===== config.mk =====
export PLATFORM = sky130hd
export DESIGN_NAME = mac_vector_ctrl
export DESIGN_NICKNAME = d
export VERILOG_FILES = /design/src/rtl/mac_vector_ctrl.sv
export SDC_FILE = /design/constraint.sdc
export NUM_CORES = 1
export LEC_CHECK = 0
export BUFFER_PORTS_ARGS = -buffer_cell sky130_fd_sc_hd__buf_2
export CAP_MARGIN = 20
export CORE_MARGIN = 10
export CORE_UTILIZATION = 50
export DETAILED_ROUTE_END_ITERATION = 7
export GPL_TIMING_DRIVEN = 0
export PLACE_DENSITY_LB_ADDON = 0.12
export SLEW_MARGIN = 20
export SYNTH_ARGS = -nofsm -noshare
export SYNTH_HDL_FRONTEND = slang
export SYNTH_SLANG_ARGS = --single-unit

===== constraint.sdc =====
create_clock -name clk -period 5.65 [get_ports clk]
set_clock_uncertainty 0.15 [all_clocks]
set_input_delay 1.4125 -clock clk [delete_from_list [all_inputs] [get_ports clk]]
set_output_delay 1.4125 -clock clk [all_outputs]
set_load 0.01 [all_outputs]

===== src/rtl/mac_vector_ctrl.sv =====
// rtl/mac_vector_ctrl.sv - operand-stream initiator for a load/accumulate MAC
//
// Accepts signed (A, B, sub) beats over s_valid/s_ready and forwards each one
// to the MAC with a single-cycle mac_load. The MAC is cleared before every
// vector. After the final beat the controller waits out the MAC latency and
// then presents P over m_valid/m_ready.
//
// Ports:
//   clk, reset            clock (rising edge), asynchronous active-high reset
//   s_valid/s_ready       operand beat handshake
//   s_a, s_b, s_sub       operands and add/subtract select
//   s_last                final beat of the vector
//   mac_a, mac_b, mac_sub MAC operand and subtract pins
//   mac_load, mac_clr     MAC accumulate enable and synchronous clear
//   mac_p                 MAC accumulator value
//   m_valid/m_ready       result handshake
//   m_result, m_count     accumulated value and number of beats
//   m_err                 vector was cut off at MAX_LEN without s_last
module mac_vector_ctrl #(
  parameter int A_W     = 20,
  parameter int B_W     = 18,
  parameter int P_W     = 38,
  parameter int MAC_LAT = 1,
  parameter int MAX_LEN = 16,
  localparam int CW     = $clog2(MAX_LEN + 1)
) (
  input  logic           clk,
  input  logic           reset,
  input  logic           s_valid,
  output logic           s_ready,
  input  logic [A_W-1:0] s_a,
  input  logic [B_W-1:0] s_b,
  input  logic           s_sub,
  input  logic           s_last,
  output logic [A_W-1:0] mac_a,
  output logic [B_W-1:0] mac_b,
  output logic           mac_sub,
  output logic           mac_load,
  output logic           mac_clr,
  input  logic [P_W-1:0] mac_p,
  output logic           m_valid,
  input  logic           m_ready,
  output logic [P_W-1:0] m_result,
  output logic [CW-1:0]  m_count,
  output logic           m_err
);

  localparam int DW = $clog2(MAC_LAT + 1);

  typedef enum logic [1:0] {
    CLEAR  = 2'd0,
    ACCUM  = 2'd1,
    DRAIN  = 2'd2,
    RESULT = 2'd3
  } state_e;

  state_e         state_q, state_d;
  logic           s_ready_q, s_ready_d;
  logic [A_W-1:0] mac_a_q, mac_a_d;
  logic [B_W-1:0] mac_b_q, mac_b_d;
  logic           mac_sub_q, mac_sub_d;
  logic           mac_load_q, mac_load_d;
  logic           mac_clr_q, mac_clr_d;
  logic           m_valid_q, m_valid_d;
  logic [P_W-1:0] m_result_q, m_result_d;
  logic [CW-1:0]  m_count_q, m_count_d;
  logic           m_err_q, m_err_d;
  logic [CW-1:0]  count_q, count_d;
  logic           err_q, err_d;
  logic [DW-1:0]  drain_q, drain_d;

  // s_ready is only ever high in ACCUM, so it doubles as the state qualifier.
  logic accept;
  assign accept = s_valid & s_ready_q;

  always_comb begin
    state_d    = state_q;
    s_ready_d  = 1'b0;
    mac_a_d    = mac_a_q;
    mac_b_d    = mac_b_q;
    mac_sub_d  = mac_sub_q;
    mac_load_d = 1'b0;
    mac_clr_d  = 1'b0;
    m_valid_d  = m_valid_q;
    m_result_d = m_result_q;
    m_count_d  = m_count_q;
    m_err_d    = m_err_q;
    count_d    = count_q;
    err_d      = err_q;
    drain_d    = drain_q;

    case (state_q)
      CLEAR: begin
        // mac_clr was raised on entry; the MAC clears on this edge.
        count_d = '0;
        err_d   = 1'b0;
        state_d = ACCUM;
      end
      ACCUM: begin
        s_ready_d = 1'b1;
        if (accept) begin
          mac_a_d    = s_a;
          mac_b_d    = s_b;
          mac_sub_d  = s_sub;
          mac_load_d = 1'b1;
          count_d    = count_q + CW'(1);
          if (s_last || (count_q == CW'(MAX_LEN - 1))) begin
            err_d     = ~s_last;
            s_ready_d = 1'b0;
            drain_d   = '0;
            state_d   = DRAIN;
          end
        end
      end
      DRAIN: begin
        // One edge for the MAC to sample the final beat, MAC_LAT more for P.
        if (drain_q == DW'(MAC_LAT)) begin
          m_result_d = mac_p;
          m_count_d  = count_q;
          m_err_d    = err_q;
          m_valid_d  = 1'b1;
          state_d    = RESULT;
        end else begin
          drain_d = drain_q + DW'(1);
        end
      end
      RESULT: begin
        if (m_ready) begin
          m_valid_d = 1'b0;
          mac_clr_d = 1'b1;
          state_d   = CLEAR;
        end
      end
      default: begin
        mac_clr_d = 1'b1;
        state_d   = CLEAR;
      end
    endcase
  end

  always_ff @(posedge clk or posedge reset) begin
    if (reset) begin
      state_q    <= CLEAR;
      s_ready_q  <= 1'b0;
      mac_a_q    <= '0;
      mac_b_q    <= '0;
      mac_sub_q  <= 1'b0;
      mac_load_q <= 1'b0;
      mac_clr_q  <= 1'b1;
      m_valid_q  <= 1'b0;
      m_result_q <= '0;
      m_count_q  <= '0;
      m_err_q    <= 1'b0;
      count_q    <= '0;
      err_q      <= 1'b0;
      drain_q    <= '0;
    end else begin
      state_q    <= state_d;
      s_ready_q  <= s_ready_d;
      mac_a_q    <= mac_a_d;
      mac_b_q    <= mac_b_d;
      mac_sub_q  <= mac_sub_d;
      mac_load_q <= mac_load_d;
      mac_clr_q  <= mac_clr_d;
      m_valid_q  <= m_valid_d;
      m_result_q <= m_result_d;
      m_count_q  <= m_count_d;
      m_err_q    <= m_err_d;
      count_q    <= count_d;
      err_q      <= err_d;
      drain_q    <= drain_d;
    end
  end

  assign s_ready  = s_ready_q;
  assign mac_a    = mac_a_q;
  assign mac_b    = mac_b_q;
  assign mac_sub  = mac_sub_q;
  assign mac_load = mac_load_q;
  assign mac_clr  = mac_clr_q;
  assign m_valid  = m_valid_q;
  assign m_result = m_result_q;
  assign m_count  = m_count_q;
  assign m_err    = m_err_q;

endmodule

After elaboration in Yosys (flattened, before gate mapping)
Index checks and enable logic that the tools add are counted.
W data, S select, Z words.
{"block": "word_totals", "regBits": 96, "inputBits": 82, "output_inout_bits": 87, "wordCells": 62}
{"block": "classes", "addsub": 2, "n_eq_ne": 8, "mux": 24, "n_bitwise": 2, "reduce_logical": 12}
{"op": "$mux W1", "count": 14}
{"op": "$pmux W5 S2", "count": 1}
{"op": "$reduce_and A3 Y1", "count": 3}
{"op": "$mux W2", "count": 4}
{"op": "$ne A2 B2 Y1 const B", "count": 4}
{"op": "$pmux W2 S4", "count": 1}
{"op": "$pmux W1 S2", "count": 3}
{"op": "$reduce_and A2 Y1", "count": 3}
{"op": "$reduce_bool A2 Y1", "count": 3}
{"op": "$add A5 B1 Y5 const B", "count": 1}
{"op": "$eq A5 B4 Y1 const B", "count": 1}
{"op": "$mux W5", "count": 1}
{"op": "$eq A2 B2 Y1 const B", "count": 2}
{"op": "$reduce_and A4 Y1", "count": 1}
{"op": "$eq A2 B1 Y1 const B", "count": 1}
{"op": "$logic_not A2 Y1", "count": 1}
{"op": "$add A1 B1 Y1 const B", "count": 1}
{"op": "$and A1 B1 Y1", "count": 1}
{"op": "$logic_or A1 B1 Y1", "count": 1}
{"op": "$not A1 Y1", "count": 1}

Logic depth before layout (Yosys ltp)
{"block": "logic_depth", "depth_word": 5, "depth_mapped": 7, "mapped_depth_nobuf": 6}

Worst setup path before layout
No wires, ideal clock.
{"block": "synth_path", "path_kind": "input to register", "start": "in s_valid", "end": "reg state_q[1]", "setup_ns": 0.127, "arrival_time_ns": 2.221, "t_required_ns": 5.373, "slack_ns": 3.151, "stages": 3, "path_buffers": 0, "path_cell_list": "o211ai_1 a222oi_1 mux2_1"}
{"block": "synth_between", "elab_chain_len": 3}
{"element": "start: declaration", "line": "29", "source": "input logic s_valid,"}
{"element": "$and A1 B1 Y1", "line": "74", "source": "assign accept = s_valid & s_ready_q;"}
{"element": "$ne A2 B2 Y1 (no line)"}
{"element": "$reduce_and A4 Y1 (no line)"}
{"element": "end signal: assignment", "line": "158", "source": "state_q <= state_d;"}
{"element": "end: declaration", "line": "57", "source": "state_e state_q, state_d;"}
No other way between the ends.
A chain may end at the register's enable or synchronous reset.

Final worst setup path
{"block": "layout_path", "start": "reg mac_clr_q (netlist: mac_clr)", "end": "out mac_clr"}
{"element": "start: declaration", "line": "63", "source": "logic mac_clr_q, mac_clr_d;"}
{"element": "start signal: assignment", "line": "164", "source": "mac_clr_q <= mac_clr_d;"}
{"element": "end: declaration", "line": "39", "source": "output logic mac_clr,"}
No word-level cell between the ends.

==> impl_metrics.prom <==
# TYPE chip_impl_metric gauge
chip_impl_metric{name="fin_setup_tns",unit="ps"} 0
chip_impl_metric{name="finalSetupViolations",unit=""} 0
chip_impl_metric{name="routed_via_density",unit=""} 4.70
chip_impl_metric{name="final_layout_size_suffix_gt1_share",unit="%"} 47.4
chip_impl_metric{name="detail-route-antenna-nets",unit=""} 0
chip_impl_info{name="hold_path.class",value="register to register"} 1
chip_impl_metric{name="slew_headroom",unit="%"} 67.7
chip_impl_metric{name="crit_path_max_fanout",unit=""} 1
chip_impl_metric{name="cp_num_buf_inv",unit=""} 1
chip_impl_metric{name="die_width",unit="um"} 106
chip_impl_metric{name="diodes",unit=""} 0
chip_impl_info{name="status",value="finished, final reports clean"} 1
chip_impl_metric{name="post-cts-setup-buffers",unit=""} 0
chip_impl_metric{name="ys.warnings.count",unit=""} 0
chip_impl_metric{name="worst_slew_pin_slew",unit="ps"} 484
chip_impl_metric{name="hpwlAfterDp",unit="um"} 6970
chip_impl_metric{name="grtUsageMet3",unit="%"} 7.13
chip_impl_metric{name="routed_wirelength",unit="um"} 8910
chip_impl_metric{name="grt_start_max_net_pins",unit=""} 59
chip_impl_metric{name="first_iter_violations",unit=""} 59
chip_impl_info{name="synth.top_cells.by_area",value="sky130_fd_sc_hd__dfrtp_1 (64%), sky130_fd_sc_hd__mux2_2 (13%), sky130_fd_sc_hd__nand2_1 (12%)"} 1
chip_impl_metric{name="routedWlPerCell",unit="um"} 14.8
chip_impl_metric{name="grt_remaining_overflow",unit=""} 0
chip_impl_metric{name="cellLeakagePower",unit="nW"} 2.73
chip_impl_metric{name="dr.pass1.iters",unit=""} 4
chip_impl_metric{name="syn-mean-instance-area",unit="um2"} 11.7
chip_impl_metric{name="final-hold-violation-count",unit=""} 0
chip_impl_metric{name="grt_util_met1",unit="%"} 17.9
chip_impl_metric{name="nets",unit=""} 586
chip_impl_metric{name="synth_largest_type_area_fraction",unit="%"} 64.1
chip_impl_metric{name="power_density",unit="nW/um2"} 531
chip_impl_metric{name="core",unit="um2"} 7250
chip_impl_metric{name="cts_htree_levels",unit=""} 3
chip_impl_info{name="setup.worst_path.class",value="register to output port"} 1
chip_impl_metric{name="slowest_delay",unit="ps"} 520
chip_impl_metric{name="cts_hold_buf",unit=""} 0
chip_impl_metric{name="clock_latency_late_sink",unit="ps"} 350
chip_impl_metric{name="post_route_fraction_of_the_period_consumed_by_the_critical_path",unit="%"} 45.2
chip_impl_metric{name="path_clk_slew",unit="ps"} 90
chip_impl_metric{name="clock_path_buffers",unit=""} 2
chip_impl_metric{name="cts-resized-gates",unit=""} 0
chip_impl_metric{name="area_growth",unit="%"} 32.1
chip_impl_metric{name="port_bufs",unit=""} 168
chip_impl_metric{name="rows",unit=""} 31
chip_impl_metric{name="layout.core_utilization",unit="%"} 67.6
chip_impl_metric{name="gr-usage-all-layers",unit="%"} 15.4
chip_impl_metric{name="synth_cell_type_count",unit=""} 24
chip_impl_info{name="cts.root.buffer_cell",value="sky130_fd_sc_hd__clkbuf_8"} 1
chip_impl_metric{name="grt_first_pass_wirelength",unit="um"} 14100
chip_impl_metric{name="finalWeightedCongestion",unit=""} 0.751
chip_impl_metric{name="antenna_violations_before_repair",unit=""} 0
chip_impl_metric{name="clock_sinks",unit=""} 96
chip_impl_metric{name="maxcap_viol_count",unit=""} 0
chip_impl_metric{name="final.min_clock_period",unit="ps"} 2560
chip_impl_metric{name="first_global_vias",unit=""} 2962
chip_impl_metric{name="worst_path_arrival_time",unit="ps"} 990
chip_impl_metric{name="ys_async_sr_fraction",unit="%"} 100
chip_impl_metric{name="max-vdd-ir-drop",unit="mV"} 0.283
chip_impl_metric{name="synth_edf_count",unit=""} 0
chip_impl_info{name="grt_setup_unrepaired",value="false"} 1
chip_impl_metric{name="synthesis.nets",unit=""} 406
chip_impl_metric{name="timing_limited_maximum_frequency",unit="GHz"} 0.391
chip_impl_metric{name="detailroute.via_count",unit=""} 2822
chip_impl_metric{name="fp.dieArea",unit="um2"} 11300
chip_impl_metric{name="remaining_drc_errors",unit=""} 0
chip_impl_metric{name="global_route.usage.met2",unit="%"} 23.8
chip_impl_metric{name="die_h",unit="um"} 106
chip_impl_metric{name="worst-endpoint-required",unit="ps"} 4090
chip_impl_info{name="postSynth.topFlopCell",value="sky130_fd_sc_hd__dfrtp_1"} 1
chip_impl_info{name="timing.critical_path.cells",value="buf_2"} 1
chip_impl_metric{name="io_pins",unit=""} 169
chip_impl_info{name="cts_tree",value="done"} 1
chip_impl_info{name="critPathLaunchType",value="register"} 1
chip_impl_info{name="critical_path.slowest_cell",value="sky130_fd_sc_hd__dfstp_2"} 1
chip_impl_metric{name="synth-seq-area-share",unit="%"} 64.8
chip_impl_metric{name="finalMaxSlewViolations",unit=""} 0
chip_impl_metric{name="postSynthCellCount",unit=""} 317
chip_impl_info{name="worst_path_dominant_cell_family",value="flip-flops"} 1
chip_impl_info{name="critPathCaptureType",value="output port"} 1
chip_impl_info{name="top_usage_layer",value="met2"} 1
chip_impl_metric{name="synth_area",unit="um2"} 3710
chip_impl_metric{name="number_of_storage_elements_in_the_synthesis_netlist",unit=""} 96
chip_impl_info{name="synth_largest_area_cell",value="sky130_fd_sc_hd__dfrtp_1"} 1
chip_impl_metric{name="clock_buffers_created_by_tritoncts",unit=""} 9
chip_impl_metric{name="floorplan.initialDensity",unit="%"} 51.2
-- kinds of logic after synthesis --
| logic type | Yosys count | share of synthesized area [%] |
|---|---|---|
| AO/OA/AOI/OAI | 9 | 1.65 |
| adder cells (fa/ha/maj) | 7 | 2.36 |
| buffers and inverters | 20 | 2.29 |
| flip-flops | 96 | 64.8 |
| multiplexers | 48 | 14.4 |
| AND/OR/NAND/NOR | 137 | 14.5 |
-- state kept, by name (all words and copies together), names as in the netlist --
name	flops
err_q	1
m_count	5
drain_q	1
mac_b	18
mac_a	20
m_err	1
m_valid	1
count_q	5
mac_load	1
mac_sub	1
m_result	38
s_ready	1
state_q	2
mac_clr	1
-- Yosys cell counts, types with 2 or more instances --
library cell	n
sky130_fd_sc_hd__nand3_1	5
sky130_fd_sc_hd__nand2_1	123
sky130_fd_sc_hd__nor2_1	2
sky130_fd_sc_hd__buf_2	8
sky130_fd_sc_hd__and3_1	2
sky130_fd_sc_hd__ha_1	7
sky130_fd_sc_hd__and2_1	2
sky130_fd_sc_hd__dfrtp_1	95
sky130_fd_sc_hd__mux2_2	43
sky130_fd_sc_hd__o21ai_0	4
sky130_fd_sc_hd__nand4_1	2
sky130_fd_sc_hd__clkbuf_1	4
sky130_fd_sc_hd__mux2i_1	4
sky130_fd_sc_hd__inv_1	6
-- layer usage --
layer,wire length [um],part of all wire (%),up-vias
met4,146,1.6,0
met3,997,11,9
met5,0,0,-
li1,-,-,1387
met1,3740,42,1311
met2,4030,45,115
-- layout make-up --
class                      instances  area [um2]
buffer                            12        55.1
clock buffer                      10         128
clock inverter                     6        66.3
fill                             588        2350
inverter                           8        35.0
multi-input combinational        201        1220
sequential                        96        2400
tap                               99         124
timing repair buffer             169         868
-- placed cells by master, fill, tap and decap left out, types with 2 or more instances in the layout --
master,count
sky130_fd_sc_hd__mux2_2,43
sky130_fd_sc_hd__nand2_1,123
sky130_fd_sc_hd__nor2_1,2
sky130_fd_sc_hd__buf_2,176
sky130_fd_sc_hd__inv_6,3
sky130_fd_sc_hd__inv_1,5
sky130_fd_sc_hd__dfrtp_1,95
sky130_fd_sc_hd__mux2i_1,4
sky130_fd_sc_hd__o21ai_0,4
sky130_fd_sc_hd__and2_1,2
sky130_fd_sc_hd__ha_1,7
sky130_fd_sc_hd__nand3_1,5
sky130_fd_sc_hd__clkinv_2,2
sky130_fd_sc_hd__clkbuf_1,5
sky130_fd_sc_hd__and3_1,2
sky130_fd_sc_hd__clkbuf_8,9
sky130_fd_sc_hd__nand4_1,2
-- final timing paths --
check                           cells past startpoint  slack, ps       start    endpoint
max in group asynchronous                           3       3820       reset     mac_clr
worst max register to register                      6       3530  count_q[0]  state_q[1]
min in group asynchronous                           2        890       reset    mac_b[9]
worst max-delay path                                1       3090     mac_clr     mac_clr
worst min-delay path                                2        330   mac_a[12]   mac_a[12]
worst min register to register                      2        330   mac_a[12]   mac_a[12]
-- where the power goes --
part / switching, mW / total, mW / internal (mW)
logic: 0.538 / 1.03 / 0.496
registers: 0.144 / 1.13 / 0.987
clock network: 0.232 / 0.439 / 0.207
total: 0.914 / 2.60 / 1.69
-- metrics by stage --
stage	worst slack (ps)	cells	hold WS [ps]	cell area (um2)	power, mW
after floorplan	1580	317	305	3710	1.76
after global placement	513	584	304	4680	2.17
after detailed placement	2800	585	307	4710	2.21
after CTS	3070	601	328	4900	2.65
after global routing	3060	601	357	4900	2.80
final	3090	601	326	4900	2.60
No activity file was read; power rests on OpenSTA's default activity.
